<file path="src/rtl/ps2_pkg.sv">
// Shared PS/2 definitions: host transmitter states, frame length and common
// keyboard command bytes.
package ps2_pkg;

    typedef enum logic [2:0] {
        IDLE,
        INHIBIT,
        REQ,
        SEND,
        WAIT_IDLE
    } ps2_state_e;

    // Device clock falls per host-to-device frame: 10 bit slots plus the ACK.
    localparam int PS2_FRAME_FALLS = 11;

    localparam logic [7:0] PS2_CMD_SET_LED = 8'hED;
    localparam logic [7:0] PS2_CMD_ECHO    = 8'hEE;
    localparam logic [7:0] PS2_CMD_ENABLE  = 8'hF4;
    localparam logic [7:0] PS2_CMD_RESET   = 8'hFF;

    function automatic logic ps2_odd_parity(input logic [7:0] b);
        return ~^b;
    endfunction

endpackage

</file>
<file path="src/rtl/ps2_sync_edge.sv">
// Three-flop synchronizer for an asynchronous PS/2 line with a falling-edge
// pulse; idles high so reset never fakes an edge. Usable by the receiver too.
module ps2_sync_edge (
    input  logic clk,
    input  logic clrn,
    input  logic i_line,
    output logic o_level,
    output logic o_fall
);

    logic [2:0] r_sync;

    always_ff @(posedge clk or negedge clrn) begin
        if (!clrn) begin
            r_sync <= 3'b111;
        end else begin
            r_sync <= {r_sync[1:0], i_line};
        end
    end

    assign o_level = r_sync[1];
    assign o_fall  = r_sync[2] & ~r_sync[1];

endmodule

</file>
<file path="src/rtl/ps2_host_tx.sv">
// PS/2 host-to-device transmitter: request-to-send, bit shifting on device
// clock falls, ACK check. Define PS2_HOST_TX_TIMEOUT_EN to add a stall watchdog.
module ps2_host_tx
    import ps2_pkg::*;
#(
    parameter int INHIBIT_CYCLES = 10000,
    parameter int TIMEOUT_CYCLES = 2000000
) (
    input  logic       clk,
    input  logic       clrn,
    input  logic [7:0] tx_data,
    input  logic       tx_valid,
    output logic       tx_ready,
    input  logic       ps2_clk_in,
    input  logic       ps2_data_in,
    output logic       ps2_clk_oe,
    output logic       ps2_data_oe,
    output logic       busy,
    output logic       done,
    output logic       ack_err,
    output logic       timeout
);

    localparam int INH_W = $clog2(INHIBIT_CYCLES + 1);
    localparam logic [INH_W-1:0] INH_LAST = INH_W'(INHIBIT_CYCLES - 1);
    localparam logic [3:0] ACK_SLOT = 4'(PS2_FRAME_FALLS - 1);

    ps2_state_e       r_state, w_state_next;
    logic [INH_W-1:0] r_inh_cnt, w_inh_cnt_next;
    logic [3:0]       r_bcnt, w_bcnt_next;
    logic [7:0]       r_shift, w_shift_next;
    logic             r_par, w_par_next;
    logic             r_data_oe, w_data_oe_next;
    logic             r_done, w_done_next;
    logic             r_ack_err, w_ack_err_next;
    logic [1:0]       r_data_sync;
    logic             w_clk_level;
    logic             w_clk_fall;
    logic             w_data_level;

    ps2_sync_edge u_clk_sync (
        .clk     (clk),
        .clrn    (clrn),
        .i_line  (ps2_clk_in),
        .o_level (w_clk_level),
        .o_fall  (w_clk_fall)
    );

    always_ff @(posedge clk or negedge clrn) begin
        if (!clrn) begin
            r_data_sync <= 2'b11;
        end else begin
            r_data_sync <= {r_data_sync[0], ps2_data_in};
        end
    end

    assign w_data_level = r_data_sync[1];

`ifdef PS2_HOST_TX_TIMEOUT_EN
    localparam int WD_W = $clog2(TIMEOUT_CYCLES + 1);
    localparam logic [WD_W-1:0] WD_LAST = WD_W'(TIMEOUT_CYCLES - 1);

    logic [WD_W-1:0] r_wdog, w_wdog_next;
    logic            r_timeout, w_timeout_next;

    always_ff @(posedge clk or negedge clrn) begin
        if (!clrn) begin
            r_wdog    <= '0;
            r_timeout <= 1'b0;
        end else begin
            r_wdog    <= w_wdog_next;
            r_timeout <= w_timeout_next;
        end
    end

    assign timeout = r_timeout;
`else
    logic w_unused_timeout_cfg;
    assign w_unused_timeout_cfg = (TIMEOUT_CYCLES == 0);
    assign timeout = 1'b0;
`endif

    always_ff @(posedge clk or negedge clrn) begin
        if (!clrn) begin
            r_state   <= IDLE;
            r_inh_cnt <= '0;
            r_bcnt    <= '0;
            r_shift   <= '0;
            r_par     <= 1'b0;
            r_data_oe <= 1'b0;
            r_done    <= 1'b0;
            r_ack_err <= 1'b0;
        end else begin
            r_state   <= w_state_next;
            r_inh_cnt <= w_inh_cnt_next;
            r_bcnt    <= w_bcnt_next;
            r_shift   <= w_shift_next;
            r_par     <= w_par_next;
            r_data_oe <= w_data_oe_next;
            r_done    <= w_done_next;
            r_ack_err <= w_ack_err_next;
        end
    end

    always_comb begin
        w_state_next   = r_state;
        w_inh_cnt_next = r_inh_cnt;
        w_bcnt_next    = r_bcnt;
        w_shift_next   = r_shift;
        w_par_next     = r_par;
        w_data_oe_next = r_data_oe;
        w_done_next    = 1'b0;
        w_ack_err_next = 1'b0;
`ifdef PS2_HOST_TX_TIMEOUT_EN
        w_wdog_next    = r_wdog;
        w_timeout_next = 1'b0;
`endif

        case (r_state)
            IDLE: begin
                if (tx_valid) begin
                    w_shift_next   = tx_data;
                    w_par_next     = ps2_odd_parity(tx_data);
                    w_inh_cnt_next = '0;
                    w_state_next   = INHIBIT;
                end
            end

            INHIBIT: begin
                if (r_inh_cnt == INH_LAST) begin
                    w_state_next = REQ;
                end else begin
                    w_inh_cnt_next = r_inh_cnt + 1'b1;
                end
            end

            REQ: begin
                // Data stays pulled low into SEND: that is the start bit.
                w_bcnt_next    = '0;
                w_data_oe_next = 1'b1;
                w_state_next   = SEND;
`ifdef PS2_HOST_TX_TIMEOUT_EN
                w_wdog_next    = '0;
`endif
            end

            SEND: begin
                if (w_clk_fall) begin
                    w_bcnt_next = r_bcnt + 4'd1;
`ifdef PS2_HOST_TX_TIMEOUT_EN
                    w_wdog_next = '0;
`endif
                    if (r_bcnt < 4'd8) begin
                        w_data_oe_next = ~r_shift[0];
                        w_shift_next   = {1'b0, r_shift[7:1]};
                    end else if (r_bcnt == 4'd8) begin
                        w_data_oe_next = ~r_par;
                    end else if (r_bcnt != ACK_SLOT) begin
                        w_data_oe_next = 1'b0;
                    end else begin
                        // Device ACK: it pulls data low by this final fall.
                        w_data_oe_next = 1'b0;
                        w_done_next    = ~w_data_level;
                        w_ack_err_next = w_data_level;
                        w_state_next   = WAIT_IDLE;
                    end
                end
`ifdef PS2_HOST_TX_TIMEOUT_EN
                else if (r_wdog == WD_LAST) begin
                    w_data_oe_next = 1'b0;
                    w_timeout_next = 1'b1;
                    w_state_next   = IDLE;
                end else begin
                    w_wdog_next = r_wdog + 1'b1;
                end
`endif
            end

            WAIT_IDLE: begin
                if (w_clk_level && w_data_level) begin
                    w_state_next = IDLE;
                end
            end

            default: begin
                w_state_next = IDLE;
            end
        endcase
    end

    // Line drives decode straight from state so reset releases them at once.
    assign ps2_clk_oe  = (r_state == INHIBIT) || (r_state == REQ);
    assign ps2_data_oe = (r_state == REQ) || ((r_state == SEND) && r_data_oe);
    assign busy        = (r_state != IDLE);
    assign tx_ready    = ~busy;
    assign done        = r_done;
    assign ack_err     = r_ack_err;

endmodule

</file>
<file path="config.mk">
export PLATFORM = sky130hd
export DESIGN_NAME = ps2_host_tx
export DESIGN_NICKNAME = d
export VERILOG_FILES = /design/src/rtl/ps2_pkg.sv /design/src/rtl/ps2_sync_edge.sv /design/src/rtl/ps2_host_tx.sv
export SDC_FILE = /design/constraint.sdc
export NUM_CORES = 1
export LEC_CHECK = 0
export ABC_AREA = 1
export BUFFER_PORTS_ARGS = -buffer_cell sky130_fd_sc_hd__clkbuf_2
export CORE_MARGIN = 8
export CORE_UTILIZATION = 55
export CTS_BUF_LIST = sky130_fd_sc_hd__clkbuf_16
export CTS_CLUSTER_SIZE = 40
export DETAILED_ROUTE_END_ITERATION = 8
export PLACE_DENSITY = 0.85
export SLEW_MARGIN = 40
export SYNTH_ARGS = -nofsm -noshare
export SYNTH_HDL_FRONTEND = slang
export SYNTH_SLANG_ARGS = --single-unit
</file>
<file path="constraint.sdc">
create_clock -name clk -period 2.6 [get_ports clk]
set_clock_uncertainty 0.2 [all_clocks]
set_input_delay 0.52 -clock clk [delete_from_list [all_inputs] [get_ports clk]]
set_output_delay 0.52 -clock clk [all_outputs]
set_load 0.02 [all_outputs]
</file>
# Yosys cells after proc, flatten, opt, wreduce, memory -nomap -nowiden

Index checks and enable logic that the tools add are counted.

Bits in registers: 38
Input bits: 13
Output and inout port bits: 7
Word-level logic and storage cells: 81

$add $sub $neg: 2
Magnitude comparators: 1
Eq/ne operators: 16
Muxes and demuxes: 31
Bitwise operators: 6
Reductions and logical operators: 15

Operators with widths:

| operator                                      | count |
|---|---|
| 2-to-1 mux 14 bit                             | 2 |
| one-hot mux 14 bit (2 select lines)           | 1 |
| 2-to-1 mux 8 bit                              | 3 |
| 2-to-1 mux 3 bit                              | 7 |
| != test 2 bit, second input constant          | 8 |
| one-hot mux 8 bit (2 select lines)            | 1 |
| one-hot mux 3 bit (5 select lines)            | 1 |
| adder 14 x 1 -> 14 bit, second input constant | 1 |
| == test 14 bit, second input constant         | 1 |
| 2-to-1 mux 1 bit                              | 13 |
| one-hot mux 4 bit (2 select lines)            | 1 |
| XNOR reduction 8 bit                          | 1 |
| AND reduction 7 bit                           | 1 |
| == test 3 x 2 -> 1 bit, second input constant | 2 |
| nonzero test 2 bit                            | 3 |
| NOT 1 bit                                     | 5 |
| adder 4 x 1 -> 4 bit, second input constant   | 1 |
| == test 4 bit, second input constant          | 1 |
| < comparator 4 bit, second input constant     | 1 |
| 2-to-1 mux 4 bit                              | 1 |
| != test 4 bit, second input constant          | 1 |
| AND reduction 2 bit                           | 2 |
| AND reduction 4 bit                           | 1 |
| == test 3 x 1 -> 1 bit, second input constant | 1 |
| other kinds (9)                               | 11 |

# Depth between registers and ports, before layout

Gate-level depths: netlist of the first run.

Depth after elaboration: 6
Gate-level depth with buffers: 10
Gate-level depth less buffers: 9

# Hierarchy

Synthesis of the first run repeated with hierarchy kept, for this count alone.

Cell total of the unflattened synthesis: 297
Area, all modules: 2287.2 um2

Modules (own cells, without submodules):

| module        | instances | cells an instance | area each (um2) | sequential area each (um2) |
|---|---|---|---|---|
| ps2_host_tx   | 1         | 292               | 2198.4          | 878.3 |
| ps2_sync_edge | 1         | 5                 | 88.8            | 78.8 |

# Worst setup path after synthesis of the first run

OpenSTA, ideal clock, no wires.

Path kind: flip-flop to output port
From: register r_state[2]
To: output ps2_data_oe
Arrival: 1.273 ns
Required time: 1.880 ns
Setup slack: 0.607 ns
Cell stages (with the launch flop): 5
Buffers on the path: 1
Path through: dfrtp_1 inv_2 nand3_4 buf_6 o21ai_0

Word-level cells in the longest chain between the ends: 3
Elaborated cells between the ends (all ways): 4
Those cells by class: 2 x eq/ne; 2 x reduce/logical

Ends and longest elaborated chain:

| item                     | line               | text |
|---|---|---|
| start: declaration       | ps2_host_tx.sv:28  | `ps2_state_e r_state, w_state_next;` |
| start signal: assignment | ps2_host_tx.sv:94  | `r_state <= w_state_next;` |
| == test 3 x 2 -> 1 bit   | ps2_host_tx.sv:193 | `assign ps2_data_oe = (r_state == REQ) \|\| ((r_state == SEND) && r_data_oe);` |
| logical AND 1 bit        | ps2_host_tx.sv:193 |  |
| logical OR 1 bit *       | ps2_host_tx.sv:193 |  |
| end: declaration         | ps2_host_tx.sv:17  | `output logic ps2_data_oe,` |

Every way passes the cells marked *; elsewhere a longest branch is shown, timed or not.

# Worst setup path after layout of the first run

Same ends and word-level chain as after synthesis.

==> impl_metrics.json, run 1 <==
{
  "fin_nets": 322,
  "yosys_warnings": 0,
  "synth_cell_types": 31,
  "die_w_um": 79.87,
  "clockBufferDepth": 2,
  "cts.sink_count": 38,
  "dr.pass1.iters": 4,
  "drc_errors": 0,
  "final_hold_viol_count": 0,
  "layout_common_cells": "nand2_1, nand3_1, dfrtp_1",
  "status": "complete, no violations",
  "ir_drop_uv": 593.5,
  "crit_start": "r_state[2]$_DFFE_PN0P_",
  "vias": 1871,
  "viasPerCell": 5.256,
  "hold_path_class": "input pin to flip-flop",
  "grt_pass1_wl_um": 7935,
  "start_util_pct": 56.49,
  "synth_nets": 301,
  "reg2reg_from": "r_inh_cnt[0]$_DFFE_PN0P_",
  "fillerInstances": 342,
  "yosysTopAreaCell": "dfrtp_1",
  "place_area_um2": 2350,
  "fmax_ghz": 0.4528,
  "grt_pass1_vias": 1826,
  "min_from": "ps2_data_in",
  "reg2reg_slack_ns": 0.61,
  "setup_tns_ns": 0,
  "cts_max_level": 2,
  "avgSynthCellArea_um2": 7.899,
  "cp.arrival_ns": 1.49,
  "syn_area_um2": 2243,
  "min_period_ns": 2.208,
  "grt.overflow.total": 0,
  "final_area_um2": 2497,
  "critPathMaxFanout": 13,
  "io_buffers": 18,
  "startpoint_type": "flip-flop",
  "grt_max_degree": 21,
  "drv_slew": 0,
  "fp.dieH_um": 79.87,
  "tritoncts": "built",
  "synth_top_area_share_pct": 36.81,
  "drt-initial-drc-count": 97,
  "drt-total-wl_um": 4437,
  "whs_ns": 0.1208,
  "leakagePower_nw": 1.266,
  "routabilityCongestion": 0.8624,
  "ant_nets": 0,
  "synth-seq-cells": 38,
  "period_share_pct": 84.94,
  "cts_buffers": 5,
  "wire_per_inst_um": 12.46,
  "clock_latency_ns": 0.28,
  "synth.top_cells.by_area": "dfrtp_1, nand2_1, nand3_1",
  "grt_antenna_before_repair": 0,
  "rows": 23,
  "final_common_cell": "nand2_1",
  "cp.required_ns": 1.88,
  "clkTransAtPathRegs_ns": 0.05,
  "coreArea_um2": 3971,
  "die_area_um2": 6378,
  "ioPinCount": 20,
  "drv_cap": 0,
  "areaGrowthSynthToFinish_pct": 11.32,
  "dpl.hpwl_um": 3319,
  "synth_cells": 284,
  "setup_viol": 0,
  "worst-setup-path-type": "flip-flop to output pin",
  "grt_setup_unrepaired": "false",
  "cp-end-kind": "output pin",
  "p_per_area_nw_per_um2": 962.3,
  "track_usage_pct": 15.66,
  "num_antenna_cells": 0,
  "synth.yosys.seq_area_share_pct": 42.67,
  "drive_above_1_share_pct": 18.30,
  "cts_setup_buffers": 0,
  "cts_root_buffer": "clkbuf_16"
}
-- registers in the layout (all words and copies together), names as in the netlist --
signal	flops
r_bcnt	4
r_state	3
done	1
u_clk_sync.r_sync	3
r_data_oe	1
r_data_sync	2
r_shift	8
r_inh_cnt	14
r_par	1
ack_err	1
-- cells by family (layout without fill, tap and decap cells) --
| kind of cell | after synthesis | in the layout | share of synthesized area (%) |
|---|---|---|---|
| xor gates and xnor gates | 10 | 10 | 3.904 |
| muxes | 7 | 7 | 3.123 |
| and+or+nand+nor | 164 | 164 | 33.69 |
| DFF | 38 | 38 | 42.67 |
| adders and majority gates | 4 | 4 | 2.231 |
| buffers and inverters | 36 | 58 | 7.529 |
| other | 1 | 1 | 0.1672 |
| AOI/OAI and AO/OA | 24 | 24 | 6.693 |
-- final timing paths --
kind / end / cells after the start
max: ps2_data_oe / 4
max reg2reg: r_inh_cnt[8]$_DFFE_PN0P_ / 8
max in group asynchronous: r_shift[5]$_DFFE_PN0P_ / 3
min: r_data_sync[0]$_DFF_PN1_ / 1
min reg2reg: u_clk_sync.r_sync[1]$_DFF_PN1_ / 0
min in group asynchronous: r_inh_cnt[11]$_DFFE_PN0P_ / 2
-- cell usage after synthesis (all sizes together) --
cell type,instances
xnor2,4
nor2,31
conb,1
and3,1
mux2i,7
nand2,86
a21oi,1
ha,4
nand3,35
o21ai,21
buf,6
inv,30
nor3,1
or2,3
o2111ai,1
nand4,7
o221ai,1
xor2,6
dfstp,5
dfrtp,33
-- repair_timing --
| action | in CTS | in global routing |
|---|---|---|
| hold endpoints to repair | 5 | 0 |
| hold buffers | 1 | 0 |
| resized for setup | 0 | 0 |
-- per-stage QoR --
step,utilization (%),power (W),cells,worst slack (ns)
after floorplan,-,0.001672,284,0.6074
after global placement,59.17,0.001800,347,0.6712
after detailed placement,59.17,0.001836,347,0.6360
after CTS,62.89,0.002418,356,0.3698
after global routing,62.89,0.002592,356,0.3213
final,62.89,0.002403,356,0.3916
-- area by class of cell --
type                       count  area [µm²]  share of cell area (%)
clock buffer                   5       125.1                   5.010
clock inverter                 3       12.51                  0.5010
inverter                      30       115.1                   4.609
multi-input combinational    210        1117                   44.74
sequential                    38       957.2                   38.33
tap                           50       62.56                   2.505
timing repair buffer          20       107.6                   4.309
-- layer usage --
| metal | global-route usage, % | up-vias | wire [µm] |
|---|---|---|---|
| met3 | 4.167 | 8 | 162 |
| met4 | 6.545 | 0 | 88 |
| met1 | 17.84 | 884 | 2036 |
| li1 | - | 951 | - |
| met2 | 26.98 | 28 | 2151 |
| met5 | 0 | - | 0 |
-- where the power goes --
part	switching, W	internal [W]	total, W	leakage, nW
Sequential	0.000161	0.000762	0.000923	0.487
Combinational	0.000598	0.000308	0.000906	0.707
Clock	0.000228	0.000346	0.000574	0.0724
Total	0.000986	0.00142	0.00240	1.27
-- critical path, stage by stage (launching register included) --
cell and delay [ns]:
dfrtp_1 0.40, inv_2 0.14, nand3_4 0.23, o21ai_0 0.24, clkbuf_2 0.20
(Power assumes the default switching activity.)
==> inputs of run 2 (changes only) <==
- ABC_AREA: 1 -> 0
- clock period: 2.6 -> 2.06 ns (I/O delays scaled with it)
==> run 2 against run 1 <==
Net effect: first-iteration DRC count rose by 26%; hold slack worse by 0.10 ns; combinational power shrank 87%; count of clock-buffer cells in the layout stayed put; design area down 5.7%; global-route usage shrank 1.7 points; wire length shrank 12%; highest routed layer unchanged; core utilization is 3.0 points higher; total power fell by 26%; sequential power fell by 11%; clock power is 46% higher; critical path depth is 1 lower.
==> impl_metrics.json, run 2 <==
{
  "status": "complete, no violations",
  "utilization_pct": 65.84,
  "synth-seq-cells": 38,
  "cts.sink_count": 38,
  "cts_max_level": 2,
  "max_flop_register": "r_inh_cnt",
  "yosysMostFrequentCell": "dfrtp_1",
  "start_util_pct": 56.08,
  "period_share_pct": 97.17,
  "areaGrowthSynthToFinish_pct": 17.39,
  "io_buffers": 18,
  "drt-total-wl_um": 3909,
  "drc_errors": 0,
  "final_common_cell": "dfrtp_1",
  "synth_cell_types": 46,
  "crit_start": "r_state[0]$_DFFE_PN0P_",
  "grt_antenna_before_repair": 0,
  "drt-initial-drc-count": 122,
  "drv_cap": 0,
  "final_hold_viol_count": 0,
  "synth.top_cells.by_area": "dfrtp_1, dfstp_2, nand2_1",
  "syn_area_um2": 2007,
  "rows": 22,
  "setup_tns_ns": 0,
  "num_antenna_cells": 0,
  "synth_edf_count": 0,
  "grt_pass1_wl_um": 6803,
  "clkTransAtPathRegs_ns": 0.05,
  "reg.largest.list": "r_inh_cnt: 14 flops, r_shift: 8 flops, r_bcnt: 4 flops",
  "drive_above_1_share_pct": 22.41,
  "cp.required_ns": 1.45,
  "wire_per_inst_um": 13.96,
  "hold_path_class": "input pin to flip-flop",
  "synth_ff_type": "dfrtp_1",
  "ant_nets": 0,
  "die_w_um": 76.41,
  "viasPerCell": 5.564,
  "synth.yosys.seq_area_share_pct": 47.69,
  "yosys_warnings": 0,
  "dr.pass1.iters": 4,
  "grt_max_degree": 39,
  "cts_buffers": 5,
  "cp-end-kind": "output pin",
  "synth_cells": 203,
  "routabilityCongestion": 0.8473,
  "tritoncts": "built",
  "startpoint_type": "flip-flop",
  "avgSynthCellArea_um2": 9.886,
  "synthArstFlopShare_pct": 100.0,
  "p_per_area_nw_per_um2": 756.4,
  "ir_drop_uv": 522.4,
  "coreArea_um2": 3578,
  "critPathMaxFanout": 10,
  "fp.dieH_um": 76.41,
  "clockBufferDepth": 2,
  "vias": 1558,
  "worst-setup-path-type": "flip-flop to output pin",
  "ioPinCount": 20,
  "synth_nets": 220,
  "reg2reg_from": "r_state[1]$_DFFE_PN0P_",
  "track_usage_pct": 13.91,
  "fin_nets": 248,
  "clock_latency_ns": 0.28,
  "leakagePower_nw": 1.038,
  "reg2reg_to": "r_inh_cnt[10]$_DFFE_PN0P_",
  "endpoint": "tx_ready",
  "rr_worst_depth": 6,
  "dpl.hpwl_um": 2631,
  "synth_top_area_share_pct": 41.15,
  "cts_root_buffer": "clkbuf_16",
  "grt_pass1_vias": 1561,
  "drv_slew": 0,
  "die_area_um2": 5838,
  "cp.arrival_ns": 1.39,
  "fmax_ghz": 0.4996,
  "setup_viol": 0,
  "yosysTopAreaCell": "dfrtp_1",
  "synthTopCellsByCount": "dfrtp_1, nand2_1, o21ai_1",
  "min_period_ns": 2.002,
  "grt.overflow.total": 0,
  "grt_setup_unrepaired": "false",
  "reg2reg_slack_ns": 0.18,
  "layout_common_cells": "dfrtp_1, nand2_1, clkbuf_2",
  "largest_register_ffs": 14
}
==> run 2: cell count changes in the layout (fill, tap and decap cells not counted), sizes merged, moves of 4 or more <==
cell	change
nor2	-18
inv	-23
nand2	-59
a21oi	+4
buf	+9
nand3	-24
xnor2	+4
nor3	+4
or3	+4
==> run 2: final cells by class <==
| class | instances | area [µm²] |
|---|---|---|
| Clock buffer | 5 | 125.1 |
| Clock inverter | 3 | 37.54 |
| Fill cell | 291 | 1222 |
| Inverter | 7 | 26.28 |
| Multi-Input combinational cell | 150 | 970.9 |
| Sequential cell | 38 | 960.9 |
| Tap cell | 48 | 60.06 |
| Timing Repair Buffer | 29 | 175.2 |
==> run 2: metal layers <==
layer	vias up	wire [µm]	global-route usage, %
met3	10	144	2.948
met1	742	1748	17.03
met4	0	83	6.346
met5	-	0	0
li1	774	-	-
met2	32	1932	22.79
==> run 2: cells by family (layout without fill, tap and decap cells) <==
group	after synthesis	in the layout	synth area share [%]
simple gates	88	88	25.00
other cells	1	1	0.1869
flops	38	38	47.69
compound gates	37	37	11.28
fa+ha+maj	4	4	2.494
xor+xnor	11	11	4.801
buf+inv	15	44	3.990
mux	9	9	4.551
==> run 2: power breakdown <==
part / switching [W] / internal, W
logic: 0.0000667 / 0.0000548
clock network: 0.000275 / 0.000562
registers: 0.0000374 / 0.000786
==> run 2: per-stage QoR <==
step	worst slack (ns)	hold WS (ns)	total power, W	instances	area (µm²)
5_1_grt	0.005646	0.006842	0.001852	280	2356
3_5_place_dp	0.2162	0.1479	0.0009549	269	2163
3_3_place_gp	0.2608	0.1458	0.0009513	269	2163
2_1_floorplan	0.2015	-0.08359	0.0009051	203	2007
6_report	0.05835	0.01619	0.001782	280	2356
4_1_cts	0.01429	0.01088	0.001799	278	2338
==> run 2: how the worst min path moves through the flow <==
stage / startpoint / to / slack [ns] / cells after the start
3_5_place_dp: u_clk_sync.r_sync[0]$_DFF_PN1_ / u_clk_sync.r_sync[1]$_DFF_PN1_ / 0.15 / 0
4_1_cts: ps2_data_in / r_data_sync[0]$_DFF_PN1_ / 0.01 / 1
6_report: ps2_clk_in / u_clk_sync.r_sync[0]$_DFF_PN1_ / 0.02 / 1
5_1_grt: ps2_clk_in / u_clk_sync.r_sync[0]$_DFF_PN1_ / 0.007 / 1
2_1_floorplan: clrn / ack_err$_DFF_PN0_ / -0.08 / 0
3_3_place_gp: u_clk_sync.r_sync[0]$_DFF_PN1_ / u_clk_sync.r_sync[1]$_DFF_PN1_ / 0.15 / 0
==> run 2: timing repair <==
action,CTS,global route
endpoints found under the hold margin,33,0
hold buffers,1,0
resized for setup,2,2
endpoints found under the setup margin,2,3
pin swaps,0,0
setup buffers,0,2
==> run 2: critical path, stage by stage, from the launching register on <==
cell and delay [ns]:
dfrtp_2 0.48, or3_1 0.40, inv_2 0.08, clkbuf_2 0.16
==> inputs of run 3 (changes only) <==
- CELL_PAD_IN_SITES_DETAIL_PLACEMENT: default -> 2
- CELL_PAD_IN_SITES_GLOBAL_PLACEMENT: default -> 2
- CORE_UTILIZATION: 55 -> 37
- CTS_BUF_LIST: sky130_fd_sc_hd__clkbuf_16 -> default
- GPL_ROUTABILITY_DRIVEN: default -> 0
- PLACE_DENSITY: 0.85 -> 0.88
==> run 3 against run 2 <==
Net effect: count of clock-buffer cells in the layout grew 1; final cell count is 14% higher; register-to-register slack worse by 0.16 ns; sequential cell count is the same; critical path depth is 3 higher; core utilization is 19 points lower; worst setup slack got worse by 0.040 ns; largest cell class unchanged; largest power group is now registers; highest routed layer unchanged.
==> impl_metrics.json, run 3 (synthesis gave the netlist of run 2 again) <==
{
  "status": "complete, no violations",
  "wire_per_inst_um": 21.39,
  "fmax_ghz": 0.4898,
  "startpoint_type": "flip-flop",
  "coreArea_um2": 5371,
  "cts.sink_count": 38,
  "setup_viol": 0,
  "ir_drop_uv": 398.3,
  "finalNonFillerCells": 320,
  "cp.required_ns": 2.05,
  "dr.pass1.iters": 4,
  "die_area_um2": 8037,
  "worst-setup-path-type": "flip-flop to flip-flop",
  "min_period_ns": 2.042,
  "period_share_pct": 99.12,
  "track_usage_pct": 18.60,
  "rows": 27,
  "tritoncts": "built",
  "grt_max_degree": 22,
  "crit_slowest_cell": "dfrtp_2",
  "layout_common_cells": "dfrtp_1, nand2_1, buf_4",
  "leakagePower_nw": 1.109,
  "drive_above_1_share_pct": 29.84,
  "cp_common_cell": "buf_4",
  "p_per_area_nw_per_um2": 622.3,
  "drv_cap": 0,
  "vias": 1758,
  "final_hold_viol_count": 0,
  "clock_latency_ns": 0.30,
  "dpl.cell_count": 293,
  "dpl.hpwl_um": 4126,
  "cp-end-kind": "flip-flop",
  "utilization_pct": 46.49,
  "start_util_pct": 37.36,
  "drt-initial-drc-count": 54,
  "io_buffers": 18,
  "maxSlewHeadroom_pct": 65.30,
  "drv_slew": 0,
  "fin_nets": 264,
  "grt_antenna_before_repair": 0,
  "clkTransAtPathRegs_ns": 0.09,
  "fillerInstances": 567,
  "critPathMaxFanout": 9,
  "cts_buffers": 5,
  "drt-total-wl_um": 6845,
  "areaGrowthSynthToFinish_pct": 24.44,
  "num_antenna_cells": 0,
  "final_common_cell": "dfrtp_1",
  "drc_errors": 0,
  "critical_path.max_stage_delay_ns": 0.48,
  "finalPower_w": 0.001554,
  "cts_max_level": 2,
  "largest_register_ffs": 14,
  "hold_path_class": "flip-flop to flip-flop",
  "whs_ns": 0.1605,
  "cts_root_buffer": "clkbuf_8",
  "die_w_um": 89.65,
  "viasPerCell": 5.494,
  "crit_chain": "buf_4 > buf_4 > nand3b_4 > a31oi_1 > o21ai_0 > mux2_1",
  "reg.largest.list": "r_inh_cnt: 14 flops, r_shift: 8 flops, r_bcnt: 4 flops",
  "cp.arrival_ns": 2.04,
  "grt_pass1_wl_um": 11020,
  "max_flop_register": "r_inh_cnt",
  "ant_nets": 0,
  "grt_pass1_vias": 2070,
  "clockBufferDepth": 2,
  "ioPinCount": 20,
  "fp.dieH_um": 89.65,
  "worstMarginPinSlew_ns": 0.5205,
  "grt.overflow.total": 0,
  "setup_tns_ns": 0
}
## run 3: cell types whose count changed in the layout (fill, tap and decap cells not counted), moves of 2 or more
cell	change
clkbuf_16	-5
clkbuf_2	-3
buf_4	+13
clkbuf_8	+6
nand2_1	-2
dlygate4sd3_1	+2
## run 3: routing by layer
metal  wire, µm  vias to the layer above  track usage, %
li1           -                      803               -
met1       2759                      909           20.01
met2       3722                       27           33.96
met3        137                       19           3.367
met4        225                        0           9.366
met5          0                        -               0
## run 3: area by class of cell
type / instances / area [µm²] / area share, %
clock buffers: 6 / 82.58 / 3.307
clock inverters: 2 / 12.51 / 0.5010
inverters: 7 / 26.28 / 1.052
multi-input cells: 150 / 1007 / 40.33
flip-flops and latches: 38 / 960.9 / 38.48
well taps: 72 / 90.09 / 3.607
repair buffers: 45 / 317.8 / 12.73
## run 3: timing repair
action                     CTS  global route
hold buffers                 3             0
resized for setup            6            14
cloned                       0             0
setup endpoints to repair    4            18
hold endpoints to repair    16             0
buffers inserted            11             5
pin swaps                    0             2
## run 3: final timing paths
path	start	to	slack, ns	depth (start not counted)
setup / recovery	r_state[2]$_DFFE_PN0P_	r_data_oe$_DFFE_PN0P_	0.02	6
hold / removal	u_clk_sync.r_sync[0]$_DFF_PN1_	u_clk_sync.r_sync[1]$_DFF_PN1_	0.16	0
min in group asynchronous	clrn	r_par$_DFFE_PN0P_	0.41	2
hold reg to reg	u_clk_sync.r_sync[0]$_DFF_PN1_	u_clk_sync.r_sync[1]$_DFF_PN1_	0.16	0
setup reg to reg	r_state[2]$_DFFE_PN0P_	r_data_oe$_DFFE_PN0P_	0.02	6
max in group asynchronous	clrn	r_data_sync[1]$_DFF_PN1_	0.67	3
## run 3: through the flow
stage | setup WS, ns | area [µm²]
global placement | 0.1552 | 2206
floorplan | 0.2015 | 2007
global route | -0.01488 | 2497
finish | 0.01822 | 2497
CTS | 0.01562 | 2420
detailed placement | 0.03296 | 2206
## run 3: where the power goes
| part | total [W] | switching [W] | leakage, nW | internal, W |
|---|---|---|---|---|
| Sequential | 0.000833 | 0.0000489 | 0.479 | 0.000785 |
| Clock | 0.000582 | 0.000312 | 0.0472 | 0.000270 |
| Combinational | 0.000139 | 0.0000785 | 0.583 | 0.0000600 |
| Total | 0.00155 | 0.000440 | 1.11 | 0.00111 |
## run 3: critical path, delay by kind of cell, from the launching register on
kind | cells | cell delay, ns
flops | 1 | 0.48
compound gates | 2 | 0.42
mux | 1 | 0.32
simple gates | 1 | 0.20
buf+inv | 2 | 0.31
